**src/rtl/id_fetch_ctrl_pkg.sv**
```systemverilog
// Shared definitions for the ID-side fetch controller: opcode/function codes,
// controller state encodings, the NOP word and the instruction decode helper.
package id_fetch_ctrl_pkg;

  localparam logic [5:0] OP_RTYPE = 6'h00;
  localparam logic [5:0] OP_J     = 6'h02;
  localparam logic [5:0] OP_BEQ   = 6'h04;
  localparam logic [5:0] OP_BNE   = 6'h05;
  localparam logic [5:0] OP_ADDI  = 6'h08;
  localparam logic [5:0] OP_ANDI  = 6'h0C;
  localparam logic [5:0] OP_ORI   = 6'h0D;
  localparam logic [5:0] OP_XORI  = 6'h0E;
  localparam logic [5:0] OP_LW    = 6'h23;
  localparam logic [5:0] OP_SW    = 6'h2B;

  localparam logic [5:0] FUNC_SLL = 6'h00;
  localparam logic [5:0] FUNC_SRL = 6'h02;
  localparam logic [5:0] FUNC_SRA = 6'h03;
  localparam logic [5:0] FUNC_ADD = 6'h20;
  localparam logic [5:0] FUNC_SUB = 6'h22;
  localparam logic [5:0] FUNC_AND = 6'h24;
  localparam logic [5:0] FUNC_OR  = 6'h25;
  localparam logic [5:0] FUNC_XOR = 6'h26;
  localparam logic [5:0] FUNC_SLT = 6'h2A;

  localparam logic [1:0] ST_BOOT  = 2'd0;
  localparam logic [1:0] ST_RUN   = 2'd1;
  localparam logic [1:0] ST_STALL = 2'd2;
  localparam logic [1:0] ST_FLUSH = 2'd3;

  localparam logic [31:0] NOP = 32'h0000_0000;

  typedef struct packed {
    logic uses_rs;
    logic uses_rt;
    logic is_beq;
    logic is_bne;
    logic is_j;
  } dec_t;

  // Operand usage and control-flow class of one instruction word.
  function automatic dec_t decode(input logic [31:0] inst);
    dec_t d;
    d = '0;
    case (inst[31:26])
      OP_RTYPE: begin
        d.uses_rt = 1'b1;
        // Shifts take their source from rt and the shamt field only.
        d.uses_rs = !(inst[5:0] == FUNC_SLL || inst[5:0] == FUNC_SRL ||
                      inst[5:0] == FUNC_SRA);
      end
      OP_ADDI, OP_ANDI, OP_ORI, OP_XORI, OP_LW: d.uses_rs = 1'b1;
      OP_SW: begin
        d.uses_rs = 1'b1;
        d.uses_rt = 1'b1;
      end
      OP_BEQ: begin
        d.uses_rs = 1'b1;
        d.uses_rt = 1'b1;
        d.is_beq  = 1'b1;
      end
      OP_BNE: begin
        d.uses_rs = 1'b1;
        d.uses_rt = 1'b1;
        d.is_bne  = 1'b1;
      end
      OP_J:    d.is_j = 1'b1;
      default: ;
    endcase
    return d;
  endfunction

endpackage

```
**src/rtl/id_fetch_ctrl_hazard_detect.sv**
```systemverilog
// Combinational load-use and branch-operand hazard detection for the ID stage.
module id_hazard_detect
  import id_fetch_ctrl_pkg::*;
(
  input  logic [4:0] rs,
  input  logic [4:0] rt,
  input  logic       uses_rs,
  input  logic       uses_rt,
  input  logic       is_branch,
  input  logic [4:0] ex_rd,
  input  logic       ex_reg_write,
  input  logic       ex_mem_read,
  input  logic [4:0] mem_rd,
  input  logic       mem_mem_read,
  output logic       load_haz,
  output logic       br_haz
);

  // Register $0 never carries a dependency.
  always_comb begin
    load_haz = ex_mem_read && (ex_rd != 5'd0) &&
               ((uses_rs && ex_rd == rs) || (uses_rt && ex_rd == rt));
    // Branches compare in ID, so any pending EX result or MEM load blocks them.
    br_haz = is_branch &&
             ((ex_reg_write && (ex_rd != 5'd0) && (ex_rd == rs || ex_rd == rt)) ||
              (mem_mem_read && (mem_rd != 5'd0) && (mem_rd == rs || mem_rd == rt)));
  end

endmodule

```
**src/rtl/id_fetch_ctrl.sv**
```systemverilog
// ID-side fetch controller: IF/ID register, hazard stalls and branch/jump
// resolution in ID. Optional macro ID_FETCH_PERF_CNT_EN adds stall/flush
// cycle counters.
module id_fetch_ctrl
  import id_fetch_ctrl_pkg::*;
#(
  parameter logic [31:0] RESET_PC = 32'h0000_0000,
  parameter logic [31:0] NOP_INST = NOP
) (
  input  logic        clk,
  input  logic        rst,
  input  logic [31:0] if_pc4,
  input  logic [31:0] if_inst,
  input  logic [31:0] rs_data,
  input  logic [31:0] rt_data,
  input  logic [4:0]  ex_rd,
  input  logic        ex_reg_write,
  input  logic        ex_mem_read,
  input  logic [4:0]  mem_rd,
  input  logic        mem_mem_read,
  output logic [31:0] npc,
  output logic [31:0] nid_pc,
  output logic        ctrl_branch,
  output logic        id_wpcir,
  output logic        jmp_stall,
  output logic [31:0] id_inst,
  output logic [31:0] id_pc4,
  output logic        id_valid,
  output logic        id_bubble
`ifdef ID_FETCH_PERF_CNT_EN
  ,
  output logic [31:0] stall_cycles,
  output logic [31:0] flush_cycles
`endif
);

  logic [1:0]  state_q, state_d;
  dec_t        dec;
  logic        load_haz, br_haz, hazard, taken;
  logic [31:0] br_target, j_target;

  // Decode the latched instruction; an invalid slot decodes to nothing.
  always_comb begin
    dec = decode(id_inst);
    if (!id_valid) dec = '0;
  end

  id_hazard_detect u_hazard (
    .rs           (id_inst[25:21]),
    .rt           (id_inst[20:16]),
    .uses_rs      (dec.uses_rs),
    .uses_rt      (dec.uses_rt),
    .is_branch    (dec.is_beq | dec.is_bne),
    .ex_rd        (ex_rd),
    .ex_reg_write (ex_reg_write),
    .ex_mem_read  (ex_mem_read),
    .mem_rd       (mem_rd),
    .mem_mem_read (mem_mem_read),
    .load_haz     (load_haz),
    .br_haz       (br_haz)
  );

  // Resolve branch/jump; a hazard always wins so stale operands never decide.
  always_comb begin
    hazard    = load_haz | br_haz;
    br_target = id_pc4 + {{16{id_inst[15]}}, id_inst[15:0]};
    j_target  = {id_pc4[31:26], id_inst[25:0]};
    nid_pc    = dec.is_j ? j_target : br_target;
    taken     = 1'b0;
    if (!hazard) begin
      taken = dec.is_j || (dec.is_beq && rs_data == rt_data) ||
              (dec.is_bne && rs_data != rt_data);
    end
  end

  // IF control outputs and next controller state.
  always_comb begin
    npc         = if_pc4;
    ctrl_branch = 1'b0;
    id_wpcir    = 1'b0;
    jmp_stall   = 1'b0;
    id_bubble   = 1'b0;
    state_d     = ST_RUN;
    if (!rst) begin
      npc       = RESET_PC;
      id_bubble = 1'b1;
      state_d   = ST_BOOT;
    end else begin
      case (state_q)
        // IF/ID is empty in BOOT, so no hazard or branch can exist yet.
        ST_BOOT: state_d = ST_RUN;
        default: begin
          if (hazard) begin
            id_wpcir  = 1'b1;
            id_bubble = 1'b1;
            npc       = if_pc4 - 32'd1;
            state_d   = ST_STALL;
          end else if (taken) begin
            ctrl_branch = 1'b1;
            jmp_stall   = 1'b1;
            npc         = nid_pc;
            state_d     = ST_FLUSH;
          end
        end
      endcase
    end
  end

  // State and IF/ID register: hold on stall, squash on taken branch.
  always_ff @(posedge clk) begin
    if (!rst) begin
      state_q  <= ST_BOOT;
      id_inst  <= NOP_INST;
      id_pc4   <= 32'd0;
      id_valid <= 1'b0;
    end else begin
      state_q <= state_d;
      if (!id_wpcir) begin
        id_pc4 <= if_pc4;
        if (jmp_stall) begin
          id_inst  <= NOP_INST;
          id_valid <= 1'b0;
        end else begin
          id_inst  <= if_inst;
          id_valid <= 1'b1;
        end
      end
    end
  end

`ifdef ID_FETCH_PERF_CNT_EN
  // Saturating stall/flush cycle counters.
  always_ff @(posedge clk) begin
    if (!rst) begin
      stall_cycles <= 32'd0;
      flush_cycles <= 32'd0;
    end else begin
      if (id_wpcir && stall_cycles != 32'hFFFF_FFFF) stall_cycles <= stall_cycles + 32'd1;
      if (jmp_stall && flush_cycles != 32'hFFFF_FFFF) flush_cycles <= flush_cycles + 32'd1;
    end
  end
`endif

endmodule

```
**config.mk**
```make
export PLATFORM = sky130hd
export DESIGN_NAME = id_fetch_ctrl
export DESIGN_NICKNAME = d
export VERILOG_FILES = /design/src/rtl/id_fetch_ctrl_pkg.sv /design/src/rtl/id_fetch_ctrl_hazard_detect.sv /design/src/rtl/id_fetch_ctrl.sv
export SDC_FILE = /design/constraint.sdc
export NUM_CORES = 1
export LEC_CHECK = 0
export BUFFER_PORTS_ARGS = -buffer_cell sky130_fd_sc_hd__buf_2
export CAP_MARGIN = 20
export CORE_MARGIN = 8
export CORE_UTILIZATION = 35
export CTS_CLUSTER_DIAMETER = 120
export DETAILED_ROUTE_END_ITERATION = 10
export PLACE_DENSITY = 0.65
export SLEW_MARGIN = 20
export SYNTH_ARGS = -nofsm -noshare
export SYNTH_HDL_FRONTEND = slang
export SYNTH_SLANG_ARGS = --single-unit
```
**constraint.sdc**
```tcl
create_clock -name clk -period 9.35 [get_ports clk]
set_input_delay 1.87 -clock clk [delete_from_list [all_inputs] [get_ports clk]]
set_output_delay 1.87 -clock clk [all_outputs]
set_load 0.01 [all_outputs]
```
==> metrics.md <==
| Metric | Value |
|---|---|
| Headroom to the max-slew limit | `between 30% and 40%` |
| Hold Startpoint | `id_pc4[2]` |
| DRT Wirelength | `roughly 29000 µm` |
| Cts bufs inserted | `9` |
| Total chip power | `between 0.001 and 0.0015 W` |
| First-pass GRT wire length | `between 40000 and 50000 µm` |
| Clk pwr share | `between 30% and 40%` |
| Setup CP Type | `in -> out` |
| CP required | `~7.5 ns` |
| Initial antenna violation count | `2` |
| Min Tclk post-route | `just under 7 ns` |
| IO Count | `~280` |
| Die H | `between 150 and 200 µm` |
| Routed len/inst | `21.12 µm` |
| Worst min path class | `reg -> reg` |
| Number of synthesis warnings | `0` |
| Die width | `between 150 and 200 µm` |
| Switching power | `~0.00037 W` |
| FMAX | `between 0.1 and 0.15 GHz` |
| Post-synth EDFFs | `0` |
| Critical Path Start Type | `input pin` |
| Max clock buf depth | `2` |
| Final antenna-violating net count | `0` |
| TNS Setup | `0 ns` |
| Hold buffer count at CTS | `0` |
| CP cell instances | `buf_2, or4_4, or4_4, or3_4, or3_4, nor2_4, o21ai_2, o21bai_1, a21oi_1, a2111oi_0, buf_2` |
| Placer congestion estimate | `0.9295` |
| Pleak | `4.076 nW` |
| Slew Viols, Final | `0` |
| DPL Wire Length | `between 20000 and 25000 µm` |
| Skew final | `0.008657 ns` |
| Status | `completed` |
| Core Box Area | `18020 µm²` |
| Final period utilization | `72.98%` |
| Crit-path max FO | `8` |
| Final hold viol count | `0` |
| Die ar. | `23080 µm²` |
| Peak supply drop | `112.6 µV` |
| Worst Setup End Kind | `output port` |
| Clk sink count | `between 60 and 70` |
| Setup Buffers After CTS | `0` |
| Initial Utilization | `a little over a third` |
| Worst Max-Slew Pin Slew | `0.9728 ns` |
| Post-synthesis average cell area | `between 7 and 8 µm²` |
| Post-synth ARST share | `0%` |
| Combinational share of power | `between 30% and 40%` |
| Remaining Overflow, GRT | `0` |
| Synth Cell Area | `6466 µm²` |
| RSZ-0062 raised after global routing | `no` |
| Leading area contributor after synthesis | `dfxtp_1` |
| DRC violations left | `0` |
| Root buffer cell | `clkbuf_16` |
| CP max stage cell | `or4_4` |
| Clock latency on the worst-skew pair | `about 0.35 ns` |
| Row Count | `49` |
| Yosys reg bits | `67` |
| Slowest cell delay on critical path | `about 0.55 ns` |
| Sw Ratio | `between 30% and 40%` |
| H-tree levels | `3` |
| Setup-failing EPs final | `0` |
| Largest net degree at the start of global routing | `45` |
| CTS tree | `done` |
| Clk pin slew, worst setup/hold paths | `roughly 0.06 ns` |
| Post-CTS sizing | `0` |
| CP Launch Point | `if_pc4[7]` |
| Ys flop type | `dfxtp_1` |
| Area Growth Syn to Fin | `29.04%` |
| Power per cell area | `~130 nW/µm²` |
| Via count | `between 7000 and 8000` |
| Number of instances in the synthesized netlist | `just under 900` |
| DRT Pass-1 Iters | `5` |
| Worst EP arrival | `4.95 ns` |
| Number of global-route vias before repair | `between 7000 and 8000` |
| Number of max-cap violations | `0` |
| Share of layout cells above drive strength 1 | `29.46%` |
| Post-synthesis sequential area ratio | `between 20 and 25%` |
| Worst R2R Start | `id_inst[2]` |
| Vias per cell | `roughly 5.8` |
| IO Port Bufs | `between 200 and 300` |
| Seq pwr share | `30.3%` |
| Area fraction of the dominant cell type after synthesis | `approximately a fifth` |
| Main area contributors after synthesis | `dfxtp_1 21%, xor2_1 7.4%, ha_1 6.2%` |
| Initial DRC count | `roughly 700` |
| Net Count, Synth | `~1100` |
| Nets | `roughly 1300` |
| All-Layer GR Usage | `23.30%` |
| Post-synth cell types | `slightly below 70` |
| P_int | `0.0007038 W` |
-- cell usage in the layout, fill, tap and decap left out, drive strengths merged, types with 4 or more instances in the layout --
| cell | n |
|---|---|
| a211oi | 15 |
| a22oi | 34 |
| o211ai | 7 |
| or3 | 12 |
| buf | 285 |
| nor2b | 4 |
| a31oi | 9 |
| mux2i | 7 |
| a21o | 20 |
| o211a | 5 |
| a21oi | 64 |
| inv | 21 |
| nand4 | 15 |
| o22ai | 4 |
| nor3 | 36 |
| or2 | 7 |
| o31a | 5 |
| xnor2 | 25 |
| or4 | 9 |
| clkbuf | 9 |
| nand2b | 6 |
| o21a | 8 |
| o21bai | 7 |
| nor4 | 11 |
| nor2 | 101 |
| o21ai | 48 |
| a22o | 33 |
| a211o | 6 |
| nand2 | 60 |
| o31ai | 7 |
| xor2 | 55 |
| dfxtp | 67 |
| ha | 32 |
| nand3 | 25 |
| and3 | 11 |
-- worst max-delay path: cells and delay by family --
kind,cells,cell delay (ns)
AND/OR/NAND/NOR,5,1.89
buffers and inverters,2,0.40
AO/OA/AOI/OAI,4,0.81
-- routing by layer --
layer / vias to the layer above / wire length [µm] / track usage, %
met3: 58 / 2076 / 4.798
met5: - / 10 / 0
li1: 3746 / - / -
met1: 3687 / 12160 / 29.69
met2: 335 / 13350 / 37.77
met4: 2 / 912 / 8.911
-- area by class of cell --
class / count / area (µm²)
tap: 229 / 286.5
clock inverter: 7 / 123.9
timing repair buffer: 285 / 1451
inverter: 20 / 75.07
sequential: 67 / 1341
clock buffer: 9 / 225.2
fill: 1889 / 9681
multi-input combinational: 732 / 4838
antenna: 1 / 2.502
-- sequential cells by signal, summed over array words and instances (netlist names) --
register / flops
id_inst: 32
id_pc4: 32
id_valid: 1
state_q: 2
-- cells by family (layout without fill, tap and decap cells) --
| logic type | after synthesis | in the layout | synth area share [%] |
|---|---|---|---|
| compound gates | 304 | 304 | 32.80 |
| other cells | 0 | 1 | 0 |
| flops | 67 | 67 | 20.74 |
| buf+inv | 77 | 321 | 4.683 |
| fa+ha+maj | 33 | 33 | 6.501 |
| mux | 8 | 8 | 1.258 |
| xor+xnor | 80 | 80 | 10.84 |
| simple gates | 307 | 307 | 23.18 |
-- metrics by stage --
step                area [µm²]  utilization (%)  setup WS (ns)  hold slack, ns  cells
floorplan                 6466                -          2.806          0.5474    876
global placement          7993            44.34          2.539          0.4913   1333
detailed placement        7993            44.34          2.517          0.4994   1333
CTS                       8342            46.28          2.507          0.5160   1349
global route              8344            46.29          2.409          0.5371   1350
finish                    8344            46.29          2.526          0.5075   1350
-- path summary, 6_finish.rpt --
| check | cells after the start | endpoint | slack (ns) |
|---|---|---|---|
| setup reg to reg | 12 | id_pc4[20] | 5.61 |
| hold reg to reg | 1 | id_pc4[2] | 0.51 |
| setup / recovery | 11 | npc[30] | 2.53 |
| hold / removal | 1 | id_pc4[2] | 0.51 |
-- power by group through the flow --
stage / combinational, W / clock (W) / sequential [W]
6_report: 0.000337 / 0.000411 / 0.000325
5_1_grt: 0.000368 / 0.000427 / 0.000328
4_1_cts: 0.000336 / 0.000416 / 0.000325
3_5_place_dp: 0.000334 / 0 / 0.000332
3_3_place_gp: 0.000333 / 0 / 0.000331
2_1_floorplan: 0.000187 / 0 / 0.000331
-- cells in the mapped netlist, types with 7 or more instances --
library cell  count
o21bai_1          7
or2_2             7
and3_1           11
a22oi_1          34
nor3_1           36
xnor2_1          25
dfxtp_1          67
a21o_1           20
a31oi_1           9
ha_1             32
nor4_1           11
o211ai_1          7
o21ai_0          46
or3_1            10
clkbuf_1         51
nand4_1          15
a21oi_1          64
inv_1            20
o21a_1            8
nand3_1          25
a22o_1           33
nand2_1          60
a211oi_1         14
o31ai_1           7
nor2_1          100
xor2_1           55
mux2i_1           7
Power figures use the tool's default switching activity.
